<file path="config.mk">
export PLATFORM = sky130hd
export DESIGN_NAME = clap_sequence_decoder_flat
export DESIGN_NICKNAME = d
export VERILOG_FILES = /design/src/rtl/clap_sequence_decoder_pkg.sv /design/src/rtl/clap_sequence_decoder_if.sv /design/src/rtl/clap_sequence_decoder_gap_timer.sv /design/src/rtl/clap_sequence_decoder.sv /design/src/flat_wrapper.sv
export SDC_FILE = /design/constraint.sdc
export NUM_CORES = 1
export LEC_CHECK = 0
export CAP_MARGIN = 20
export CORE_UTILIZATION = 40
export DETAILED_ROUTE_END_ITERATION = 16
export MAX_ROUTING_LAYER = met4
export SETUP_SLACK_MARGIN = 0.4
export SLEW_MARGIN = 5
export SYNTH_ARGS = -nofsm -noshare
export SYNTH_HDL_FRONTEND = slang
export SYNTH_SLANG_ARGS = --single-unit
</file>
<file path="constraint.sdc">
create_clock -name clk -period 2.68 [get_ports clk]
set_clock_uncertainty 0.15 [all_clocks]
set_input_delay 0.268 -clock clk [delete_from_list [all_inputs] [get_ports clk]]
set_output_delay 0.268 -clock clk [all_outputs]
set_load 0.03 [all_outputs]
</file>
<file path="src/rtl/clap_sequence_decoder_pkg.sv">
// Shared types for the clap sequence decoder: FSM state encoding, command
// codes and the saturating clap counter increment.
package clap_pkg;

    typedef enum logic [1:0] {
        ST_IDLE    = 2'd0,
        ST_LOCKOUT = 2'd1,
        ST_WAIT    = 2'd2,
        ST_DECIDE  = 2'd3
    } state_t;

    localparam logic [1:0] CMD_NONE  = 2'd0;
    localparam logic [1:0] CMD_LIGHT = 2'd1;
    localparam logic [1:0] CMD_FAN   = 2'd2;

    localparam logic [2:0] COUNT_MAX = 3'd7;

    function automatic logic [2:0] sat_inc(input logic [2:0] count);
        logic [2:0] result;
        if (count == COUNT_MAX) begin
            result = COUNT_MAX;
        end else begin
            result = count + 3'd1;
        end
        return result;
    endfunction

endpackage

</file>
<file path="src/rtl/clap_sequence_decoder_if.sv">
// Clap input and command/appliance-state outputs of the clap sequence decoder.
interface clap_sequence_decoder_if;

    logic       clap_in;
    logic       light_on;
    logic       fan_on;
    logic       cmd_valid;
    logic [1:0] cmd_code;
    logic       cmd_reject;
    logic       busy;
    logic [2:0] clap_count;

    modport master (
        output clap_in,
        input  light_on,
        input  fan_on,
        input  cmd_valid,
        input  cmd_code,
        input  cmd_reject,
        input  busy,
        input  clap_count
    );

    modport slave (
        input  clap_in,
        output light_on,
        output fan_on,
        output cmd_valid,
        output cmd_code,
        output cmd_reject,
        output busy,
        output clap_count
    );

endinterface

</file>
<file path="src/rtl/clap_sequence_decoder_gap_timer.sv">
// Inter-clap gap timer: a free-running counter restarted on each accepted clap,
// with compares for the end of the echo lockout and the sequence timeout.
module clap_gap_timer #(
    parameter int MIN_GAP = 2_500_000,
    parameter int MAX_GAP = 25_000_000,
    parameter int TW      = 25
) (
    input  logic clk,
    input  logic reset,
    input  logic clr,
    input  logic en,
    output logic lock_done,
    output logic gap_done
);

    logic [TW-1:0] timer_r;

    // Gap counter: clear has priority over count enable
    always_ff @(posedge clk or posedge reset) begin
        if (reset) begin
            timer_r <= '0;
        end else if (clr) begin
            timer_r <= '0;
        end else if (en) begin
            timer_r <= timer_r + TW'(1);
        end else begin
            timer_r <= timer_r;
        end
    end

    assign lock_done = (timer_r == TW'(MIN_GAP - 1));
    assign gap_done  = (timer_r == TW'(MAX_GAP - 1));

endmodule

</file>
<file path="src/rtl/clap_sequence_decoder.sv">
// Counts debounced clap rises into sequences and turns a closed sequence of
// two or three claps into a light or fan toggle command.
module clap_sequence_decoder
    import clap_pkg::*;
#(
    parameter int MIN_GAP = 2_500_000,
    parameter int MAX_GAP = 25_000_000,
    parameter int TW      = 25
) (
    input  logic                   clk,
    input  logic                   reset,
    clap_sequence_decoder_if.slave bus
);

    logic       clap_q_r;
    logic       rise_s;

    state_t     state_r;
    state_t     state_nxt_s;
    logic [2:0] count_r;
    logic [2:0] count_nxt_s;

    logic       timer_clr_s;
    logic       timer_en_s;
    logic       lock_done_s;
    logic       gap_done_s;

    logic       valid_r;
    logic       valid_nxt_s;
    logic       reject_r;
    logic       reject_nxt_s;
    logic [1:0] code_r;
    logic [1:0] code_nxt_s;
    logic       light_r;
    logic       light_nxt_s;
    logic       fan_r;
    logic       fan_nxt_s;
    logic       busy_r;

    // Resets high so an input already asserted at reset release is not a clap
    always_ff @(posedge clk or posedge reset) begin
        if (reset) begin
            clap_q_r <= 1'b1;
        end else begin
            clap_q_r <= bus.clap_in;
        end
    end

    assign rise_s = bus.clap_in & ~clap_q_r;

    clap_gap_timer #(
        .MIN_GAP (MIN_GAP),
        .MAX_GAP (MAX_GAP),
        .TW      (TW)
    ) u_gap_timer (
        .clk       (clk),
        .reset     (reset),
        .clr       (timer_clr_s),
        .en        (timer_en_s),
        .lock_done (lock_done_s),
        .gap_done  (gap_done_s)
    );

    // FSM state register
    always_ff @(posedge clk or posedge reset) begin
        if (reset) begin
            state_r <= ST_IDLE;
        end else begin
            state_r <= state_nxt_s;
        end
    end

    // Next state, timer control and next values of all registered outputs
    always_comb begin
        state_nxt_s  = state_r;
        count_nxt_s  = count_r;
        timer_clr_s  = 1'b0;
        timer_en_s   = 1'b0;
        valid_nxt_s  = 1'b0;
        reject_nxt_s = 1'b0;
        code_nxt_s   = CMD_NONE;
        light_nxt_s  = light_r;
        fan_nxt_s    = fan_r;

        case (state_r)
            ST_IDLE: begin
                if (rise_s) begin
                    count_nxt_s = 3'd1;
                    timer_clr_s = 1'b1;
                    state_nxt_s = ST_LOCKOUT;
                end else begin
                    state_nxt_s = ST_IDLE;
                end
            end
            ST_LOCKOUT: begin
                timer_en_s = 1'b1;
                if (lock_done_s) begin
                    state_nxt_s = ST_WAIT;
                end else begin
                    state_nxt_s = ST_LOCKOUT;
                end
            end
            ST_WAIT: begin
                // A clap on the timeout cycle extends the sequence
                if (rise_s) begin
                    count_nxt_s = sat_inc(count_r);
                    timer_clr_s = 1'b1;
                    state_nxt_s = ST_LOCKOUT;
                end else if (gap_done_s) begin
                    state_nxt_s = ST_DECIDE;
                    case (count_r)
                        3'd2: begin
                            valid_nxt_s = 1'b1;
                            code_nxt_s  = CMD_LIGHT;
                            light_nxt_s = ~light_r;
                        end
                        3'd3: begin
                            valid_nxt_s = 1'b1;
                            code_nxt_s  = CMD_FAN;
                            fan_nxt_s   = ~fan_r;
                        end
                        default: begin
                            reject_nxt_s = 1'b1;
                        end
                    endcase
                end else begin
                    timer_en_s  = 1'b1;
                    state_nxt_s = ST_WAIT;
                end
            end
            ST_DECIDE: begin
                count_nxt_s = 3'd0;
                state_nxt_s = ST_IDLE;
            end
            default: begin
                count_nxt_s = 3'd0;
                state_nxt_s = ST_IDLE;
            end
        endcase
    end

    // Output and counter registers, all updated from the FSM's next values
    always_ff @(posedge clk or posedge reset) begin
        if (reset) begin
            count_r  <= 3'd0;
            valid_r  <= 1'b0;
            reject_r <= 1'b0;
            code_r   <= CMD_NONE;
            light_r  <= 1'b0;
            fan_r    <= 1'b0;
            busy_r   <= 1'b0;
        end else begin
            count_r  <= count_nxt_s;
            valid_r  <= valid_nxt_s;
            reject_r <= reject_nxt_s;
            code_r   <= code_nxt_s;
            light_r  <= light_nxt_s;
            fan_r    <= fan_nxt_s;
            busy_r   <= (state_nxt_s != ST_IDLE);
        end
    end

    assign bus.light_on   = light_r;
    assign bus.fan_on     = fan_r;
    assign bus.cmd_valid  = valid_r;
    assign bus.cmd_code   = code_r;
    assign bus.cmd_reject = reject_r;
    assign bus.busy       = busy_r;
    assign bus.clap_count = count_r;

endmodule

</file>
<file path="src/flat_wrapper.sv">
// flat-port wrapper written by rule: the top's interface ports become plain ports
module clap_sequence_decoder_flat import clap_pkg::*;
#(
    parameter int MIN_GAP = 2_500_000,
    parameter int MAX_GAP = 25_000_000,
    parameter int TW      = 25
)
  (clk, reset, bus_clap_in, bus_light_on, bus_fan_on, bus_cmd_valid, bus_cmd_code, bus_cmd_reject, bus_busy, bus_clap_count);
  clap_sequence_decoder_if bus_i ();
  input  logic clk;
  input  logic reset;
  input wire logic [$bits(bus_i.clap_in)-1:0] bus_clap_in;
  output wire logic [$bits(bus_i.light_on)-1:0] bus_light_on;
  output wire logic [$bits(bus_i.fan_on)-1:0] bus_fan_on;
  output wire logic [$bits(bus_i.cmd_valid)-1:0] bus_cmd_valid;
  output wire logic [$bits(bus_i.cmd_code)-1:0] bus_cmd_code;
  output wire logic [$bits(bus_i.cmd_reject)-1:0] bus_cmd_reject;
  output wire logic [$bits(bus_i.busy)-1:0] bus_busy;
  output wire logic [$bits(bus_i.clap_count)-1:0] bus_clap_count;
  assign bus_i.clap_in = bus_clap_in;
  assign bus_light_on = bus_i.light_on;
  assign bus_fan_on = bus_i.fan_on;
  assign bus_cmd_valid = bus_i.cmd_valid;
  assign bus_cmd_code = bus_i.cmd_code;
  assign bus_cmd_reject = bus_i.cmd_reject;
  assign bus_busy = bus_i.busy;
  assign bus_clap_count = bus_i.clap_count;
  clap_sequence_decoder #(.MIN_GAP(MIN_GAP), .MAX_GAP(MAX_GAP), .TW(TW)) u_core (.clk(clk), .reset(reset), .bus(bus_i));
endmodule
</file>
; Word level (Yosys, flattened, before mapping)
; Cells that the tools add are included.
[word_totals]
wordCells = 64
ff_bits = 38
in_bits = 3
out_inout_bits = 10
[classes]
muxes = 28
bitwise_logic = 5
n_reduce_logical = 9
n_eq_ne = 10
add_sub_neg = 2
[ops]
columns = op, count
row1 = $mux W25, 2
row2 = $add A25 B1 Y25 const B, 1
row3 = $eq A25 B22 Y1 const B, 1
row4 = $eq A25 B25 Y1 const B, 1
row5 = $mux W1, 14
row6 = $mux W2, 5
row7 = $mux W3, 3
row8 = $pmux W3 S3, 1
row9 = $pmux W2 S4, 1
row10 = $reduce_and A4 Y1, 2
row11 = $eq A3 B2 Y1 const B, 2
row12 = $eq A2 B2 Y1 const B, 2
row13 = $ne A2 B1 Y1 const B, 2
row14 = $not A1 Y1, 4
row15 = $pmux W2 S2, 1
row16 = $reduce_bool A2 Y1, 2
row17 = $reduce_or A2 Y1, 2
row18 = $add A3 B1 Y3 const B, 1
row19 = $eq A3 B3 Y1 const B, 1
row20 = $reduce_and A3 Y1, 1
row21 = $reduce_bool A3 Y1, 1
row22 = $eq A2 B1 Y1 const B, 1
row23 = $logic_not A2 Y1, 1
row24 = $pmux W1 S2, 1
row25 = $and A1 B1 Y1, 1

; Longest topological paths before layout
; Gate-level depths: netlist of run 1.
[logic_depth]
word_depth = 6
mapped_depth = 9
depth_no_buf = 7

; By module
; Synthesis of run 1 repeated with hierarchy kept, for this count alone.
[hier_totals]
cells_unflattened = 204
hier_area_um2 = 2074.5
[modules_own_cells]
columns = module, n_inst, area_each_um2, cells_each
row1 = clap_gap_timer, 1, 1365.1, 146
row2 = clap_sequence_decoder, 1, 709.4, 58

; Worst setup path before layout of run 1
; Ideal clock, no wire load.
[synth_path]
path_type = flip-flop to flip-flop
start = register u_core.state_r[0]
end = register u_core.u_gap_timer.timer_r[1]
setup_ns = 0.132
arrival_time_ns = 2.043
period_less_slack_ns = 2.325
setup_slack_ns = 0.355
path_stages_with_launch = 10
n_path_buf = 2
path_cell_list = dfrtp_1 > inv_1 > ha_1 > and2_1 > a31o_2 > o21ai_1 > clkbuf_1 > buf_2 > mux2i_1 > nor2_1
[synth_via]
elab_chain_len = 4
word_cells_on_any_way = 8
classes_between = eq/ne (2) / mux (3) / reduce/logical (3)
[synth_rtl]
columns = element, line_no
row1 = start: declaration, clap_sequence_decoder.sv:18  ; state_t state_r;
row2 = start signal: assignment, clap_sequence_decoder.sv:69  ; state_r <= state_nxt_s;
row3 = $eq A2 B2 Y1 / $logic_not A2 Y1 (equally long branches), clap_sequence_decoder.sv:85  ; case (state_r)
row4 = $reduce_or A2 Y1 (no line), -
row5 = $mux W1, -
row6 = $mux W25 / $reduce_bool A2 Y1 (equally long branches), -
row7 = end signal: assignment, clap_sequence_decoder_gap_timer.sv:25  ; timer_r <= timer_r + TW'(1);
row8 = end signal: assignment, clap_sequence_decoder_gap_timer.sv:27  ; timer_r <= timer_r;
row9 = end: declaration, clap_sequence_decoder_gap_timer.sv:16  ; logic [TW-1:0] timer_r;
; Several ways; a longest one is shown, not always the timed one.
; A chain may end at the register's enable or synchronous reset.

; Final worst setup path of run 1
[layout_path]
start = register u_core.u_gap_timer.timer_r[6]
end = register u_core.u_gap_timer.timer_r[21]
[layout_via]
elab_chain_len = 5
word_cells_on_any_way = 8
classes_between = add/sub (1) / eq/ne (1) / mux (5) / reduce/logical (1)
[layout_rtl]
columns = element
row1 = branches (longest 5 deep; another with $add A25 B1 Y25)
; Several ways; the timed one is not identified. The select of a mux whose other input is x is not followed.

==> results.py, run 1 <==
metrics = {
    "final_layout": {
        "drive_gt1_share_pct": 18.3,
        "layout.cells.non_filler": 319,
        "diodes": 0,
        "fin_nets": 262,
        "areaGrowthSynthToFinish_pct": 21.9,
    },
    "global_routing": {
        "grt_pass1_vias": 1711,
        "grt_max_degree": 39,
        "grt_pass1_wl_um": 7990,
        "antenna_found_initial": 0,
        "track_usage_pct": 19.7,
        "gr-total-overflow": 0,
    },
    "clock_network": {
        "htreeDepth": 2,
        "clk_pin_slew_ns": 0.07,
        "cts_made_buffers": 5,
        "root_buffer": "clkbuf_8",
        "numClockSinks": 38,
        "ctsHoldBuffers": 0,
        "clock_latency_ns": 0.29,
        "cts_tree": "yes",
        "cts_max_path_buffers": 2,
    },
    "worst_setup_path": {
        "r2r_slack_ns": 0.42,
        "crit_chain": "nand3_2, or4_1, or4_4, or3_1, a21oi_1",
        "cp_data_required_time_ns": 2.75,
        "r2r_start": "u_core.u_gap_timer.timer_r[6]",
        "crit_path_max_incr_delay_ns": 0.56,
        "path_class": "reg2reg",
        "crit_arrival_ns": 2.32,
        "crit_path_end_kind": "register",
        "critPathSlowestCell": "or4_1",
        "startpoint_type": "register",
        "worst-r2r-cell-count": 5,
        "critPathMaxFanout": 7,
        "r2r_end": "u_core.u_gap_timer.timer_r[21]",
    },
    "timing": {
        "tightestPinTransition_ns": 0.481,
        "setup_slack_ns": 0.421,
        "slew_headroom_pct": 67.9,
        "min_period_ns": 2.26,
        "setup_viol": 0,
        "finalHoldViolCount": 0,
        "fmax_mhz": 443,
        "fin_setup_tns_ns": 0,
        "post-route-period-util_pct": 84.3,
        "rsz0062_at_grt": "true",
        "drv_slew": 0,
    },
    "floorplan": {
        "start_util_pct": 42.9,
        "io_pins": 13,
        "rows": 25,
        "dieArea_mm2": 0.00553,
        "die_w_um": 74.3,
        "die_h_um": 74.3,
        "core_area_mm2": 0.00488,
    },
    "logic_synthesis": {
        "netlist_instances": 226,
        "synth_cell_type_count": 44,
        "avgSynthCellArea_um2": 9.26,
        "synthFlopType": "dfrtp_1",
        "yosysSeqAreaShare_pct": 45.5,
        "syn_nets": 237,
        "syn_area_mm2": 0.00209,
        "ys_seq_elements": 38,
        "yosys_warnings": 0,
        "synthArstFlopShare_pct": 100,
        "synth_edf_count": 0,
    },
    "routing": {
        "vias": 1768,
        "drc": 0,
        "wl_per_cell_um": 14.6,
        "drt_pass1_iterations": 4,
        "dr.first_iter.drc_count": 94,
        "ant_nets": 0,
        "routed_wl_um": 4650,
        "vias_per_cell": 5.54,
    },
    "placement": {
        "routabilityCongestion": 0.909,
        "place_ws_ns": 0.343,
        "hpwl_um": 3180,
        "io_buffers": 12,
        "dp.cells": 306,
    },
    "flow_run": {
        "drv_cap": 0,
    },
    "power_and_ir_drop": {
        "leakage_nw": 1.05,
        "finalPower_mw": 1.13,
        "pwr_density_cell_mw_per_mm2": 445,
        "irDropWorstVdd_mv": 0.248,
    },
    "run_status": {
        "status": "finished clean",
    },
    "min_path": {
        "hold_class": "in2async",
    },
}
==> per-layer routing <==
metal | wire length, um | global-route usage, % | vias up
met5 | 0 | - | -
met4 | 61 | 6.29 | 0
met3 | 121 | 3.79 | 9
met2 | 2220 | 33.0 | 28
met1 | 2250 | 23.8 | 854
li1 | - | - | 877
==> kinds of logic (layout without fill, tap and decap cells) <==
family | Yosys count | count (layout) | share of synthesized area, %
AO/OA/AOI/OAI | 43 | 43 | 12.3
XOR/XNOR | 11 | 11 | 4.60
adder cells (fa/ha/maj) | 8 | 8 | 4.78
buffers and inverters | 20 | 46 | 3.71
flip-flops | 38 | 38 | 45.5
multiplexers | 2 | 2 | 0.956
AND/OR/NAND/NOR | 104 | 104 | 28.2
==> placed cells by master, fill, tap and decap left out, types with 6 or more instances in the layout <==
| cell | n |
|---|---|
| dfrtp_1 | 34 |
| nand2_1 | 20 |
| nor2_1 | 16 |
| buf_4 | 16 |
| a21oi_1 | 14 |
| o21ai_0 | 12 |
| clkdlybuf4s50_1 | 12 |
| nand4_1 | 10 |
| nand3_1 | 9 |
| inv_1 | 8 |
| xor2_1 | 8 |
| or3_1 | 7 |
| and2_1 | 6 |
==> layout make-up <==
class	count	area, um^2
repair buffers	28	240
multi-input cells	168	1120
flip-flops and latches	38	956
clock inverters	3	40.0
well taps	67	83.8
clock buffers	5	68.8
inverters	10	37.5
fillers	471	2330
==> Yosys cell counts (2+ instances only) <==
cell / n / area (um^2)
dfrtp_1: 37 / 926
nand2_1: 20 / 75.1
ha_1: 8 / 100
and3_1: 2 / 12.5
nor4_1: 7 / 43.8
nor2_1: 16 / 60.1
or3_1: 7 / 43.8
xnor2_1: 3 / 26.3
o21a_1: 2 / 15.0
o211ai_1: 2 / 15.0
xor2_1: 8 / 70.1
mux2i_1: 2 / 20.0
and4_1: 3 / 26.3
and2_1: 6 / 37.5
nand2b_1: 2 / 12.5
nor4b_1: 2 / 17.5
o21ai_0: 12 / 60.1
inv_1: 10 / 37.5
a21oi_1: 14 / 70.1
nor3_1: 4 / 20.0
or4_1: 5 / 37.5
o21ai_1: 2 / 10.0
o31ai_1: 5 / 37.5
nand3_1: 9 / 45.0
nand4_1: 10 / 62.6
or2_2: 2 / 12.5
clkbuf_1: 8 / 30.0
buf_2: 2 / 10.0
==> worst max path at each step <==
stage,start,end,slack [ns],cells past startpoint
2_1_floorplan,u_core.u_gap_timer.timer_r[5],u_core.u_gap_timer.timer_r[21],0.42,6
3_3_place_gp,u_core.state_r[0],u_core.u_gap_timer.timer_r[7],0.39,7
3_5_place_dp,u_core.state_r[0],u_core.u_gap_timer.timer_r[15],0.34,8
4_1_cts,u_core.state_r[0],u_core.u_gap_timer.timer_r[21],0.41,7
5_1_grt,u_core.u_gap_timer.timer_r[6],u_core.u_gap_timer.timer_r[21],0.29,5
6_report,u_core.u_gap_timer.timer_r[6],u_core.u_gap_timer.timer_r[21],0.42,5
==> flip-flops by register name, summed over array words and instances, names as in the netlist <==
name / flops
u_core.u_gap_timer.timer_r: 25
u_core.bus.clap_count: 3
u_core.bus.cmd_code: 2
u_core.state_r: 2
u_core.bus.busy: 1
u_core.bus.cmd_reject: 1
u_core.bus.cmd_valid: 1
u_core.bus.fan_on: 1
u_core.bus.light_on: 1
u_core.clap_q_r: 1
==> report_power, final <==
| part | switching (mW) | internal, mW | leakage [nW] |
|---|---|---|---|
| logic | 0.0466 | 0.0265 | 0.471 |
| clock network | 0.202 | 0.274 | 0.0579 |
| registers | 0.00565 | 0.580 | 0.518 |
| total | 0.255 | 0.880 | 1.05 |
==> critical path: cells and delay by family, from the launching register on <==
| family | cells | cell delay [ns] |
|---|---|---|
| flip-flops | 1 | 0.39 |
| AND/OR/NAND/NOR | 4 | 1.50 |
| AO/OA/AOI/OAI | 1 | 0.14 |
==> stage by stage <==
step           area [um^2]  utilization [%]  hold WS (ns)
5_1_grt               2550             52.3         0.293
6_report              2550             52.3         0.243
3_3_place_gp          2340             47.9         0.308
4_1_cts               2520             51.6         0.264
3_5_place_dp          2340             47.9         0.309
2_1_floorplan         2100                -         0.122
==> what timing repair did <==
action | in CTS | in global routing
buffers inserted | 3 | 2
pin swaps | 0 | 1
resized for setup | 6 | 8
endpoints found under the setup margin | 9 | 13
Note: power is estimated with default switching activity, not from simulation.
==> inputs of run 2 (changes only) <==
==> constraint.sdc (replaced) <==
create_clock -name clk -period 2.3 [get_ports clk]
set_clock_uncertainty 0.15 [all_clocks]
set_input_delay 0.23 -clock clk [delete_from_list [all_inputs] [get_ports clk]]
set_output_delay 0.23 -clock clk [all_outputs]
set_load 0.03 [all_outputs]
==> run 2 against run 1 <==
  * Fmax is 0.62% higher
  * Non-clock buffer count is 39 higher
  * Critical endpoint is now u_core.u_gap_timer.timer_r[3]
  * Highest routed layer unchanged
  * Largest cell class unchanged
  * Sequential share of layout area is 7.1 points lower
==> results.py, run 2 (synthesis results as in run 1) <==
metrics = {
    "power_and_ir_drop": {
        "switchingPower_mw": 0.308,
        "intPower_mw": 0.961,
        "seq_power_share_pct": 53.7,
        "p_comb_share_pct": 8.6,
        "finalPower_mw": 1.27,
        "irDropWorstVdd_mv": 0.317,
        "swShare_pct": 24.3,
        "pwr-share-clk_pct": 37.8,
        "pwr_density_cell_mw_per_mm2": 403,
        "leakage_nw": 1.39,
    },
    "timing": {
        "fmax_mhz": 445,
        "tightestPinTransition_ns": 0.493,
        "rsz0062_at_grt": "true",
        "setup_viol": 0,
        "slew_headroom_pct": 67.1,
        "post-route-period-util_pct": 97.6,
        "drv_slew": 0,
        "fin_setup_tns_ns": 0,
        "min_period_ns": 2.24,
        "whs_ns": 0.208,
        "finalHoldViolCount": 0,
    },
    "worst_setup_path": {
        "crit_chain": "buf_4, ha_4, nor3_1, nand4_1, o21ai_4, buf_6, clkbuf_16, or3_1, a21oi_1",
        "path_class": "reg2reg",
        "crit_arrival_ns": 2.26,
        "critPathSlowestCell": "dfrtp_1",
        "cp_data_required_time_ns": 2.32,
        "critPathMaxFanout": 5,
        "r2r_slack_ns": 0.06,
        "crit_path_max_incr_delay_ns": 0.40,
        "startpoint_type": "register",
        "crit_path_end_kind": "register",
    },
    "final_layout": {
        "fillers": 387,
        "diodes": 0,
        "fin_nets": 301,
        "largest-register": "u_core.u_gap_timer.timer_r",
        "areaGrowthSynthToFinish_pct": 50.4,
        "largest_register_ffs": 25,
        "multiInputGateArea_mm2": 0.00135,
        "drive_gt1_share_pct": 37.8,
        "final_common_cell": "buf_4",
        "area.sequential_um2": 956,
        "layout_common_cells": "buf_4, dfrtp_1, nand2_1",
    },
    "global_routing": {
        "grt_pass1_vias": 1841,
        "grt_pass1_wl_um": 8940,
        "antenna_found_initial": 0,
        "use_met2_pct": 32.9,
        "grtUsageMet1_pct": 29.9,
        "busiest_layer": "met2",
        "gr-total-overflow": 0,
        "grt_max_degree": 39,
        "track_usage_pct": 22.4,
        "use_met3_pct": 4.61,
    },
    "clock_network": {
        "cts_tree": "yes",
        "root_buffer": "clkbuf_8",
        "clk_pin_slew_ns": 0.07,
        "numClockSinks": 38,
        "htreeDepth": 2,
        "cts_max_path_buffers": 2,
        "cts_made_buffers": 5,
        "clock_latency_ns": 0.29,
    },
    "run_status": {
        "status": "finished clean",
    },
    "floorplan": {
        "core_area_mm2": 0.00488,
        "die_w_um": 74.3,
        "rows": 25,
        "start_util_pct": 42.9,
        "io_pins": 13,
        "die_h_um": 74.3,
        "dieArea_mm2": 0.00553,
    },
    "placement": {
        "hpwl_um": 3490,
        "routabilityCongestion": 0.878,
        "io_buffers": 12,
    },
    "routing": {
        "drc": 0,
        "ant_nets": 0,
        "routed_wl_um": 6000,
        "vias_per_cell": 5.54,
        "wl_per_cell_um": 16.7,
        "dr.first_iter.drc_count": 157,
        "vias": 1982,
        "drt_pass1_iterations": 4,
    },
    "flow_run": {
        "drv_cap": 0,
    },
    "min_path": {
        "hold_class": "in2async",
    },
}
-- run 2: changes by cell type in the layout (fill, tap and decap cells not counted), sizes merged --
cell / before / now
buf: 16 / 53
clkbuf: 5 / 9
bufinv: 1 / 0
clkdlybuf4s50: 12 / 11
clkinv: 2 / 1
dlymetal6s2s: 0 / 1
-- run 2: critical path: cells and delay by family (launching register included) --
family          cells  cell delay [ns]
simple gates        3             0.62
buf+inv             3             0.46
flops               1             0.40
compound gates      2             0.31
fa+ha+maj           1             0.17
-- run 2: final timing paths --
check,end,start,cells past startpoint
max,u_core.u_gap_timer.timer_r[3],u_core.state_r[0],9
min,u_core.u_gap_timer.timer_r[24],reset,3
max in group asynchronous,u_core.u_gap_timer.timer_r[1],reset,3
min in group clk,u_core.clap_q_r,bus_clap_in,1
min reg2reg,u_core.bus.light_on,u_core.bus.light_on,1
max reg2reg,u_core.u_gap_timer.timer_r[3],u_core.state_r[0],9
-- run 2: per-stage QoR --
step	worst slack, ns	util, %	instances	instance area [um^2]
after detailed placement	0.0605	50.7	318	2470
after CTS	0.162	58.2	344	2840
after global routing	0.00529	64.5	358	3150
final	0.0552	64.5	358	3150
after global placement	0.100	50.7	318	2470
after floorplan	0.0496	-	226	2150
-- run 2: power groups by stage --
| stage | Sequential (mW) | Combinational [mW] | Clock [mW] |
|---|---|---|---|
| after floorplan | 0.703 | 0.0438 | 0 |
| after global placement | 0.695 | 0.0828 | 0 |
| after detailed placement | 0.695 | 0.0831 | 0 |
| after CTS | 0.681 | 0.0951 | 0.491 |
| after global routing | 0.682 | 0.120 | 0.512 |
| final | 0.682 | 0.109 | 0.479 |
-- run 2: routing by layer --
metal / up-vias / routed length (um) / share of wire, %
li1: 949 / - / -
met1: 961 / 2750 / 46
met2: 52 / 2810 / 47
met3: 20 / 238 / 4.0
met4: 0 / 195 / 3.3
met5: - / 0 / 0
-- run 2: timing repair --
item                       CTS  global route
pin swaps                   16            21
setup buffers               18            11
gates resized for setup     31            34
setup endpoints to repair   33            35
hold buffers                 0             0
cloned                       0             3
-- run 2: layout make-up --
cell class                 count  share of cell area, %
timing repair buffer          67                   20.0
sequential                    38                   30.4
multi-input combinational    168                   42.9
tap                           67                   2.66
clock inverter                 1                  0.159
inverter                      10                   1.19
clock buffer                   7                   2.74
